===== config.mk =====
export PLATFORM = sky130hd
export DESIGN_NAME = mc_controller
export DESIGN_NICKNAME = d
export VERILOG_FILES = /design/src/rtl/mc_ctrl_pkg.sv /design/src/rtl/mc_controller_cond.sv /design/src/rtl/mc_controller.sv
export SDC_FILE = /design/constraint.sdc
export NUM_CORES = 1
export LEC_CHECK = 0
export CORE_MARGIN = 4
export CORE_UTILIZATION = 33
export CTS_BUF_LIST = sky130_fd_sc_hd__clkbuf_4 sky130_fd_sc_hd__clkbuf_8 sky130_fd_sc_hd__clkbuf_16
export DETAILED_ROUTE_END_ITERATION = 6
export PLACE_DENSITY = 0.77
export SLEW_MARGIN = 20
export SYNTH_ARGS = -nofsm -noshare
export SYNTH_HDL_FRONTEND = slang
export SYNTH_SLANG_ARGS = --single-unit

===== constraint.sdc =====
create_clock -name clk -period 1.7 [get_ports clk]
set_input_delay 0.34 -clock clk [delete_from_list [all_inputs] [get_ports clk]]
set_output_delay 0.34 -clock clk [all_outputs]
set_load 0.02 [all_outputs]

===== src/rtl/mc_ctrl_pkg.sv =====
// Shared encodings for the multicycle controller: FSM states, ALU ops, mux selects, cond codes.
// Pure definitions with no timing and no flow control.
package mc_ctrl_pkg;

    typedef enum logic [3:0] {
        S_FETCH, S_DECODE, S_MEMADR, S_MEMRD, S_MEMWB, S_MEMWR,
        S_EXECR, S_EXECI, S_ALUWB, S_BRANCH, S_ILLEGAL
    } state_t;

    localparam logic [3:0] ALU_ADD = 4'b0000;
    localparam logic [3:0] ALU_SUB = 4'b0001;
    localparam logic [3:0] ALU_AND = 4'b0010;
    localparam logic [3:0] ALU_ORR = 4'b0011;

    localparam logic [1:0] SRCA_REG = 2'b00, SRCA_PC = 2'b01, SRCA_BR = 2'b10;
    localparam logic [1:0] SRCB_REG = 2'b00, SRCB_IMM = 2'b01, SRCB_FOUR = 2'b10;
    localparam logic [1:0] RES_ALUOUT = 2'b00, RES_DATA = 2'b01, RES_ALU = 2'b10;
    localparam logic [1:0] IMM_DP = 2'b00, IMM_MEM = 2'b01, IMM_BR = 2'b10;
    localparam logic [1:0] OP_DP = 2'b00, OP_MEM = 2'b01, OP_BR = 2'b10;

    localparam logic [3:0] CMD_AND = 4'b0000, CMD_SUB = 4'b0010, CMD_ADD = 4'b0100;
    localparam logic [3:0] CMD_CMP = 4'b1010, CMD_ORR = 4'b1100;

    localparam logic [3:0] COND_EQ = 4'h0, COND_NE = 4'h1, COND_CS = 4'h2, COND_CC = 4'h3;
    localparam logic [3:0] COND_MI = 4'h4, COND_PL = 4'h5, COND_VS = 4'h6, COND_VC = 4'h7;
    localparam logic [3:0] COND_HI = 4'h8, COND_LS = 4'h9, COND_GE = 4'hA, COND_LT = 4'hB;
    localparam logic [3:0] COND_GT = 4'hC, COND_LE = 4'hD, COND_AL = 4'hE, COND_NV = 4'hF;

    typedef struct packed {
        logic       vld;
        logic [3:0] alu;
        logic       cmp;
        logic       cv_upd;
    } dp_dec_t;

    function automatic dp_dec_t dp_decode(input logic [3:0] cmd);
        dp_dec_t d;
        d = '{vld: 1'b1, alu: ALU_ADD, cmp: 1'b0, cv_upd: 1'b1};
        case (cmd)
            CMD_ADD: d.alu = ALU_ADD;
            CMD_SUB: d.alu = ALU_SUB;
            CMD_AND: begin d.alu = ALU_AND; d.cv_upd = 1'b0; end
            CMD_ORR: begin d.alu = ALU_ORR; d.cv_upd = 1'b0; end
            CMD_CMP: begin d.alu = ALU_SUB; d.cmp = 1'b1; end
            default: d.vld = 1'b0;
        endcase
        return d;
    endfunction

endpackage


===== src/rtl/mc_controller_cond.sv =====
// Condition evaluator: ARM cond field against registered {N,Z,C,V}; purely combinational.
// Zero latency, no flow control.
module cond_unit
    import mc_ctrl_pkg::*;
(
    input  logic [3:0] cond,
    input  logic [3:0] flags,
    output logic       cond_ex
);

    logic n, z, c, v;
    assign {n, z, c, v} = flags;

    always_comb begin
        cond_ex = 1'b0;
        case (cond)
            COND_EQ: cond_ex = z;
            COND_NE: cond_ex = ~z;
            COND_CS: cond_ex = c;
            COND_CC: cond_ex = ~c;
            COND_MI: cond_ex = n;
            COND_PL: cond_ex = ~n;
            COND_VS: cond_ex = v;
            COND_VC: cond_ex = ~v;
            COND_HI: cond_ex = c & ~z;
            COND_LS: cond_ex = ~c | z;
            COND_GE: cond_ex = (n == v);
            COND_LT: cond_ex = (n != v);
            COND_GT: cond_ex = ~z & (n == v);
            COND_LE: cond_ex = z | (n != v);
            COND_AL: cond_ex = 1'b1;
            default: cond_ex = 1'b0;
        endcase
    end

endmodule


===== src/rtl/mc_controller.sv =====
// Multicycle ARM control FSM with Moore outputs from state/Instr/flags; no output registers, no backpressure.
// MC_CTRL_ILLEGAL_TRAP_EN: ILLEGAL traps until reset and raises Illegal; otherwise a one-cycle NOP.
module mc_controller
    import mc_ctrl_pkg::*;
(
    input  logic        clk,
    input  logic        reset,
    input  logic [31:0] Instr,
    input  logic [3:0]  ALUFlags,
    output logic        PCWrite,
    output logic        MemWrite,
    output logic        RegWrite,
    output logic        IRWrite,
    output logic        AdrSrc,
    output logic [1:0]  RegSrc,
    output logic [1:0]  ALUSrcA,
    output logic [1:0]  ALUSrcB,
    output logic [1:0]  ResultSrc,
    output logic [1:0]  ImmSrc,
    output logic [3:0]  ALUControl,
    output logic        Illegal
);

    state_t     state_q, state_d;
    logic [3:0] flags_q, flags_d;
    logic       cond_ex;
    logic       pcw, mw, rw, irw;

    logic [1:0] op;
    logic [5:0] funct;
    dp_dec_t    dp;
    logic       s_eff, rd15;
    logic       unused_instr;

    assign op           = Instr[27:26];
    assign funct        = Instr[25:20];
    assign dp           = dp_decode(funct[4:1]);
    assign s_eff        = funct[0] | dp.cmp;
    assign rd15         = (Instr[15:12] == 4'hF);
    assign unused_instr = ^{Instr[19:16], Instr[11:0]};

    cond_unit u_cond (
        .cond    (Instr[31:28]),
        .flags   (flags_q),
        .cond_ex (cond_ex)
    );

    always_comb begin
        state_d    = state_q;
        flags_d    = flags_q;
        pcw        = 1'b0;
        mw         = 1'b0;
        rw         = 1'b0;
        irw        = 1'b0;
        AdrSrc     = 1'b0;
        RegSrc     = 2'b00;
        ALUSrcA    = SRCA_REG;
        ALUSrcB    = SRCB_REG;
        ResultSrc  = RES_ALUOUT;
        ImmSrc     = IMM_DP;
        ALUControl = ALU_ADD;
        case (state_q)
            S_FETCH: begin
                irw       = 1'b1;
                pcw       = 1'b1;
                ALUSrcA   = SRCA_PC;
                ALUSrcB   = SRCB_FOUR;
                ResultSrc = RES_ALU;
                state_d   = S_DECODE;
            end
            S_DECODE: begin
                ALUSrcA   = SRCA_PC;
                ALUSrcB   = SRCB_FOUR;
                ResultSrc = RES_ALU;
                case (op)
                    OP_DP:   state_d = !dp.vld ? S_ILLEGAL : (funct[5] ? S_EXECI : S_EXECR);
                    OP_MEM:  state_d = S_MEMADR;
                    OP_BR:   state_d = S_BRANCH;
                    default: state_d = S_ILLEGAL;
                endcase
            end
            S_EXECR, S_EXECI: begin
                ALUSrcB    = (state_q == S_EXECI) ? SRCB_IMM : SRCB_REG;
                ALUControl = dp.alu;
                // Logic ops leave C/V alone so a preceding compare's carry survives.
                if (s_eff && cond_ex)
                    flags_d = {ALUFlags[3:2], dp.cv_upd ? ALUFlags[1:0] : flags_q[1:0]};
                state_d    = S_ALUWB;
            end
            S_ALUWB: begin
                rw      = cond_ex & ~dp.cmp;
                pcw     = rw & rd15;
                state_d = S_FETCH;
            end
            S_MEMADR: begin
                ALUSrcB    = SRCB_IMM;
                ImmSrc     = IMM_MEM;
                ALUControl = funct[3] ? ALU_ADD : ALU_SUB;
                state_d    = funct[0] ? S_MEMRD : S_MEMWR;
            end
            S_MEMRD: begin
                AdrSrc  = 1'b1;
                state_d = S_MEMWB;
            end
            S_MEMWB: begin
                ResultSrc = RES_DATA;
                rw        = cond_ex;
                pcw       = rw & rd15;
                state_d   = S_FETCH;
            end
            S_MEMWR: begin
                AdrSrc  = 1'b1;
                RegSrc  = 2'b10;
                mw      = cond_ex;
                state_d = S_FETCH;
            end
            S_BRANCH: begin
                RegSrc    = 2'b01;
                ALUSrcA   = SRCA_BR;
                ALUSrcB   = SRCB_IMM;
                ImmSrc    = IMM_BR;
                ResultSrc = RES_ALU;
                pcw       = cond_ex;
                state_d   = S_FETCH;
            end
            S_ILLEGAL: begin
`ifdef MC_CTRL_ILLEGAL_TRAP_EN
                state_d = S_ILLEGAL;
`else
                state_d = S_FETCH;
`endif
            end
            default: state_d = S_FETCH;
        endcase
    end

    always_ff @(posedge clk) begin
        if (!reset) begin
            state_q <= S_FETCH;
            flags_q <= 4'b0000;
        end else begin
            state_q <= state_d;
            flags_q <= flags_d;
        end
    end

    // Write strobes are squashed for the whole reset-low cycle, even mid-instruction.
    assign PCWrite  = reset & pcw;
    assign MemWrite = reset & mw;
    assign RegWrite = reset & rw;
    assign IRWrite  = reset & irw;

`ifdef MC_CTRL_ILLEGAL_TRAP_EN
    assign Illegal = (state_q == S_ILLEGAL);
`else
    assign Illegal = 1'b0;
`endif

endmodule


-- After elaboration in Yosys (flattened, before gate mapping)
Index checks and enable logic that the tools add are counted.
- add/subtract/negate cells: 0
- $mul: 0
- divide/modulo/power cells: 0
- magnitude comparators: 0
- equal/unequal tests: 32
- shift operators: 0
- multiplexer cells: 22
- bitwise logic cells: 18
- reductions and logical operators: 15
- operator list (kind ; count):
    == test 4 bit, second input constant ; 12
    == test 4 x 3 -> 1 bit, second input constant ; 9
    == test 4 x 2 -> 1 bit, second input constant ; 5
    case mux 4 bit (5 select lines) ; 1
    case mux 2 bit (2 select lines) ; 4
    case mux 1 bit (15 select lines) ; 1
    logical NOT 4 bit ; 3
    case mux 2 bit (3 select lines) ; 2
    case mux 4 bit (3 select lines) ; 1
    OR reduction 2 bit ; 6
    bitwise AND 1 bit ; 9
    == test 4 x 1 -> 1 bit, second input constant ; 2
    two-way mux 1 bit ; 8
    case mux 4 bit (2 select lines) ; 1
    inverter 1 bit ; 6
    OR reduction 5 bit ; 1
    two-way mux 4 bit ; 1
    case mux 1 bit (4 select lines) ; 1
    two-way mux 3 bit ; 1
    OR 1 bit ; 3
    AND reduction 3 bit ; 1
    OR reduction 3 bit ; 1
    == test 2 x 1 -> 1 bit, second input constant ; 1
    == test 2 bit, second input constant ; 1
    other kinds (6) ; 6
- register bits: 8
- bits in latches: 0
- bits in writable memories: 0
- ROM bits: 0
- word-level logic and storage cells: 90
- memories kept: 0

-- Depth between registers and ports, before layout
- word-level depth: 7
- gate-level depth with buffers: 7
- mapped depth without buffers: 6

-- Cells and area by module
A second synthesis with hierarchy kept.
- cell total of the unflattened synthesis: 115
- area total of the unflattened synthesis: 908.4 um2
- modules (own cells, without submodules) (module ; times used ; cells each ; area an instance (um2)):
    mc_controller ; 1 ; 87 ; 714.4
    cond_unit ; 1 ; 28 ; 193.9

-- Worst setup path before layout
Ideal clock, no wire load.
- kind: input to output
- start point: in Instr[30]
- end point: out PCWrite
- arrival time: 1809 ps
- data required time: 1360 ps
- path slack: -449 ps
- stages: 7
- buffers on the path: 1
- cells stage by stage: buf_6 and4bb_2 nor3_1 a311o_1 nand3_1 a21oi_1 nor3b_1
- cells in the longest elaborated chain, start to end: 6
- elaborated cells between the ends (all ways): 21
- those cells by class: 14 x eq/ne; 2 x mux; 4 x bitwise; 1 x reduce/logical
- ends and longest elaborated chain (element ; line ; text):
    start, declared ; mc_controller.sv:8 ; input logic [31:0] Instr,
    == test 4 bit, or another cell as far along ; mc_controller_cond.sv:16 ; case (cond)
    case mux 1 bit (15 select lines) (*) ; mc_controller_cond.sv:16 ;
    bitwise AND 1 bit ; mc_controller.sv:91 ; rw = cond_ex & ~dp.cmp;
    bitwise AND 1 bit ; mc_controller.sv:92 ; pcw = rw & rd15;
    case mux 1 bit (4 select lines) (*) ; mc_controller.sv:62 ; case (state_q)
    bitwise AND 1 bit (*) ; mc_controller.sv:148 ; assign PCWrite = reset & pcw;
    end, declared ; mc_controller.sv:10 ; output logic PCWrite,
Every way passes the cells marked *; elsewhere a longest branch is shown, timed or not.

-- Final worst setup path
- start point: reg flags_q[0]
- end point: out RegWrite
- cells in the longest elaborated chain, start to end: 6
- elaborated cells between the ends (all ways): 9
- those cells by class: 2 x eq/ne; 2 x mux; 5 x bitwise
- ends and longest elaborated chain (element ; line ; text):
    start, declared ; mc_controller.sv:25 ; logic [3:0] flags_q, flags_d;
    start signal, assigned ; mc_controller.sv:143 ; flags_q <= flags_d;
    != test 1 bit / == test 1 bit (equally long branches) ; -- ;
    OR 1 bit / bitwise AND 1 bit (equally long branches) ; mc_controller_cond.sv:30, mc_controller_cond.sv:29 ;
    case mux 1 bit (15 select lines) (*) ; mc_controller_cond.sv:16 ;
    bitwise AND 1 bit ; mc_controller.sv:91 ;
    case mux 1 bit (2 select lines) (*) ; mc_controller.sv:62 ;
    bitwise AND 1 bit (*) ; mc_controller.sv:150 ; assign RegWrite = reset & rw;
    end, declared ; mc_controller.sv:12 ; output logic RegWrite,
Marks and branches as above.

==> impl_metrics.toml <==
[power_and_ir_drop]
worst_ir_drop_vdd_v = 0.000584
switching_fraction_of_total_power_pct = 37.9
power_switching_mw = 0.328
leakagePower_nw = 0.799
sequentialPowerShare_pct = 24.4
p_clk_share_pct = 16.2
post-layout-total-power_mw = 0.865
cellPowerDensity_mw_per_mm2 = 467
cellInternalPower_mw = 0.537
comb_power_share_pct = 59.4

[setup_path]
r2r_slack_ns = -0.17
max_stage_delay_ns = 0.39
crit_type = "reg -> out"
path_buf_inv = 1
path_delay_family = "simple AND/OR/NAND/NOR gates"
path_cells = "and4bb_2, a21oi_2, a311o_1, nand3_2, nand2_2, nor4b_4, buf_4"
rr_worst_depth = 7
timing.rr.end = "flags_q[3]$_SDFFE_PN0P_"
worst-endpoint-required_ns = 1.36
category_of_the_worst_setup_path_launch_point = "flop"
critical_path.slowest_cell = "sky130_fd_sc_hd__a311o_1"
critical_path_data_arrival_time_ns = 1.96
worst-path-max-fanout = 6
cp-end-kind = "primary output"
crit-reg2reg-launch = "flags_q[0]$_SDFFE_PN0P_"

[global_route]
grt_antenna_before_repair = 0
grt_remaining_overflow = 0
grt_max_degree = 13
grt_pass1_vias = 1293
grt_first_pass_wirelength_mm = 5.93
grt_usage_pct = 21.7

[sta]
max_clock_freq_ghz = 0.434
tns_ns = -2.43
min_period_over_period_pct = 135
setup_viol = 10
post-route-worst-setup-slack_ns = -0.602
final_critical_path_time_including_i_o_delays_and_setup_ns = 2.30
finalClockSkew_ns = 0.00525
setup_repair_after_global_routing_missed_its_margin = "yes"
hold_viol_final = 0
slew_viol_final = 0

[detailed_routing]
routed_wl_mm = 4.11
ant_nets = 0
drt_first_iter_violations = 41
drc_errors = 0
number_of_detailed_routing_iterations_run_before_antenna_repair = 4
avgViaCountPerCell = 5.47
number_of_vias_after_detailed_routing = 1268
wire_per_inst_um = 17.7

[floorplan]
die_area_mm2 = 0.00366
floorplan.die.height_um = 60.5
standard_cell_rows = 18
fp.dieW_um = 60.5
core_region_area_mm2 = 0.00254
floorplan.initialDensity_pct = 35.8
design.portCount = 58

[yosys]
post_synth_inst_count = 122
synthFlopType = "sky130_fd_sc_hd__dfxtp_1"
yosysUniqueCellTypes = 50
postSynthRegisterBits = 8
synth-seq-area-share_pct = 17.6
synth.yosys.warnings = 0
asyncSetResetFlopFracSynth_pct = 0
synthesis.area_per_instance_um2 = 7.47
synth_edf_count = 0
netlist_area_um2 = 911

[min_path]
worst_hold_path.num_cells = 2
hp-class = "reg -> reg"
hold-path-endpoint = "flags_q[1]$_SDFFE_PN0P_"
hold_start = "flags_q[1]$_SDFFE_PN0P_"

[cells_and_area]
final_cell_count_no_fill = 232
fill_cells = 188
number_of_nets_in_the_final_layout = 242
mostFrequentLayoutCell = "sky130_fd_sc_hd__buf_4"
mostFrequentLayoutCells = "sky130_fd_sc_hd__buf_4 (43), sky130_fd_sc_hd__buf_6 (17), sky130_fd_sc_hd__clkdlybuf4s50_1 (14)"
share_of_layout_cells_above_drive_strength_1_pct = 58.4
layout_area_growth_over_synthesis_pct = 103
final_core_utilization_pct = 72.7
num_antenna_cells = 0

[clock_network]
post_cts_hold_buffer_count = 0
path_clk_slew_ns = 0.05
cts_root_buffer = "sky130_fd_sc_hd__clkbuf_4"
cts.htree.levels = 1
tritoncts_num_sinks = 8
cts_tree = "done"
worstSkewPairLatency_ns = 0.25
cts.path.max_buffers = 2
cts-buffers-inserted = 3

[run_status]
violations = "negative setup slack"
status = "finished, violations left"

[placement]
place_worst_setup_slack_ns = -1.34
detailedPlacementHpwl_mm = 2.63
numPlacedInstances = 224
placement.io_buffers = 38
gpl.final_weighted_congestion = 0.925

[flow_run]
maxCapViolCount = 0
## worst register-to-register path, stage by stage (launching register included)
cell and delay [ns]:
sky130_fd_sc_hd__dfxtp_4 0.36, sky130_fd_sc_hd__and4bb_2 0.33, sky130_fd_sc_hd__a21oi_2 0.06, sky130_fd_sc_hd__a311o_1 0.39
sky130_fd_sc_hd__buf_4 0.16, sky130_fd_sc_hd__a31oi_4 0.19, sky130_fd_sc_hd__mux2i_1 0.21, sky130_fd_sc_hd__nor2b_1 0.06
## kinds of logic after synthesis
kind of cell,share of synthesized area (%)
other,0.412
xor gates and xnor gates,5.77
and+or+nand+nor,40.7
DFF,17.6
buffers and inverters,9.61
muxes,4.40
AOI/OAI and AO/OA,21.6
## power by group through the flow
stage                     clock network (mW)  registers (mW)  logic (mW)
final                                  0.140           0.211       0.514
after global routing                   0.165           0.211       0.542
after CTS                              0.148           0.208       0.459
after detailed placement                   0           0.210       0.443
after global placement                     0           0.210       0.434
after floorplan                            0           0.207       0.212
## routing by layer
| metal | global-route usage, % | share of wire [%] |
|---|---|---|
| met5 | 0 | 0 |
| met2 | 36.7 | 51 |
| met1 | 25.9 | 37 |
| met4 | 14.9 | 4.4 |
| met3 | 2.13 | 7.4 |
## cells in the mapped netlist (all sizes together) (2+ instances only)
library cell  number  area (µm²)
nor3b              4        35.0
and4bb             2        25.0
mux2i              4        40.0
dfxtp              8         160
a21oi              5        25.0
clkbuf             3        11.3
nor2b              3        18.8
buf                8        61.3
nor3               8        40.0
inv                4        15.0
nor4b              2        23.8
nand2b             3        18.8
or2                2        12.5
o21ai              8        40.0
and2               2        15.0
nand2             11        43.8
and2b              3        25.0
nor2              14        52.6
xnor2              5        43.8
nand4              2        12.5
## area by class of cell
type                    instances  area, µm²  area share, %
inverters                       4       15.0          0.811
flip-flops and latches          8        171           9.26
repair buffers                 86        736           39.8
well taps                      30       37.5           2.03
clock buffers                   3       22.5           1.22
multi-input cells             101        868           46.9
## flip-flops by register name (all words and copies together), names as in the netlist
name     cells
flags_q      4
state_q      4
## how the worst max path moves through the flow
stage,from,end,slack (ns),depth (start not counted)
2_1_floorplan,Instr[30],RegWrite,-0.28,7
4_1_cts,flags_q[0]$_SDFFE_PN0P_,MemWrite,-0.53,8
6_report,flags_q[0]$_SDFFE_PN0P_,RegWrite,-0.60,7
3_3_place_gp,Instr[28],RegWrite,-1.27,9
3_5_place_dp,Instr[28],RegWrite,-1.34,9
5_1_grt,flags_q[0]$_SDFFE_PN0P_,RegWrite,-0.66,7
## per-stage QoR
| step | cell area, µm² | hold WS [ns] |
|---|---|---|
| finish | 1850 | 0.523 |
| global route | 1850 | 0.572 |
| CTS | 1750 | 0.538 |
| global placement | 1620 | 0.478 |
| detailed placement | 1620 | 0.523 |
| floorplan | 960 | 0.468 |
## timing repair
action,4_1_cts,5_1_grt
setup endpoints to repair,21,21
buffers inserted,3,4
hold endpoints to repair,0,0
pin swaps,16,13
gates resized for setup,113,42
No activity file was read; power rests on OpenSTA's default activity.
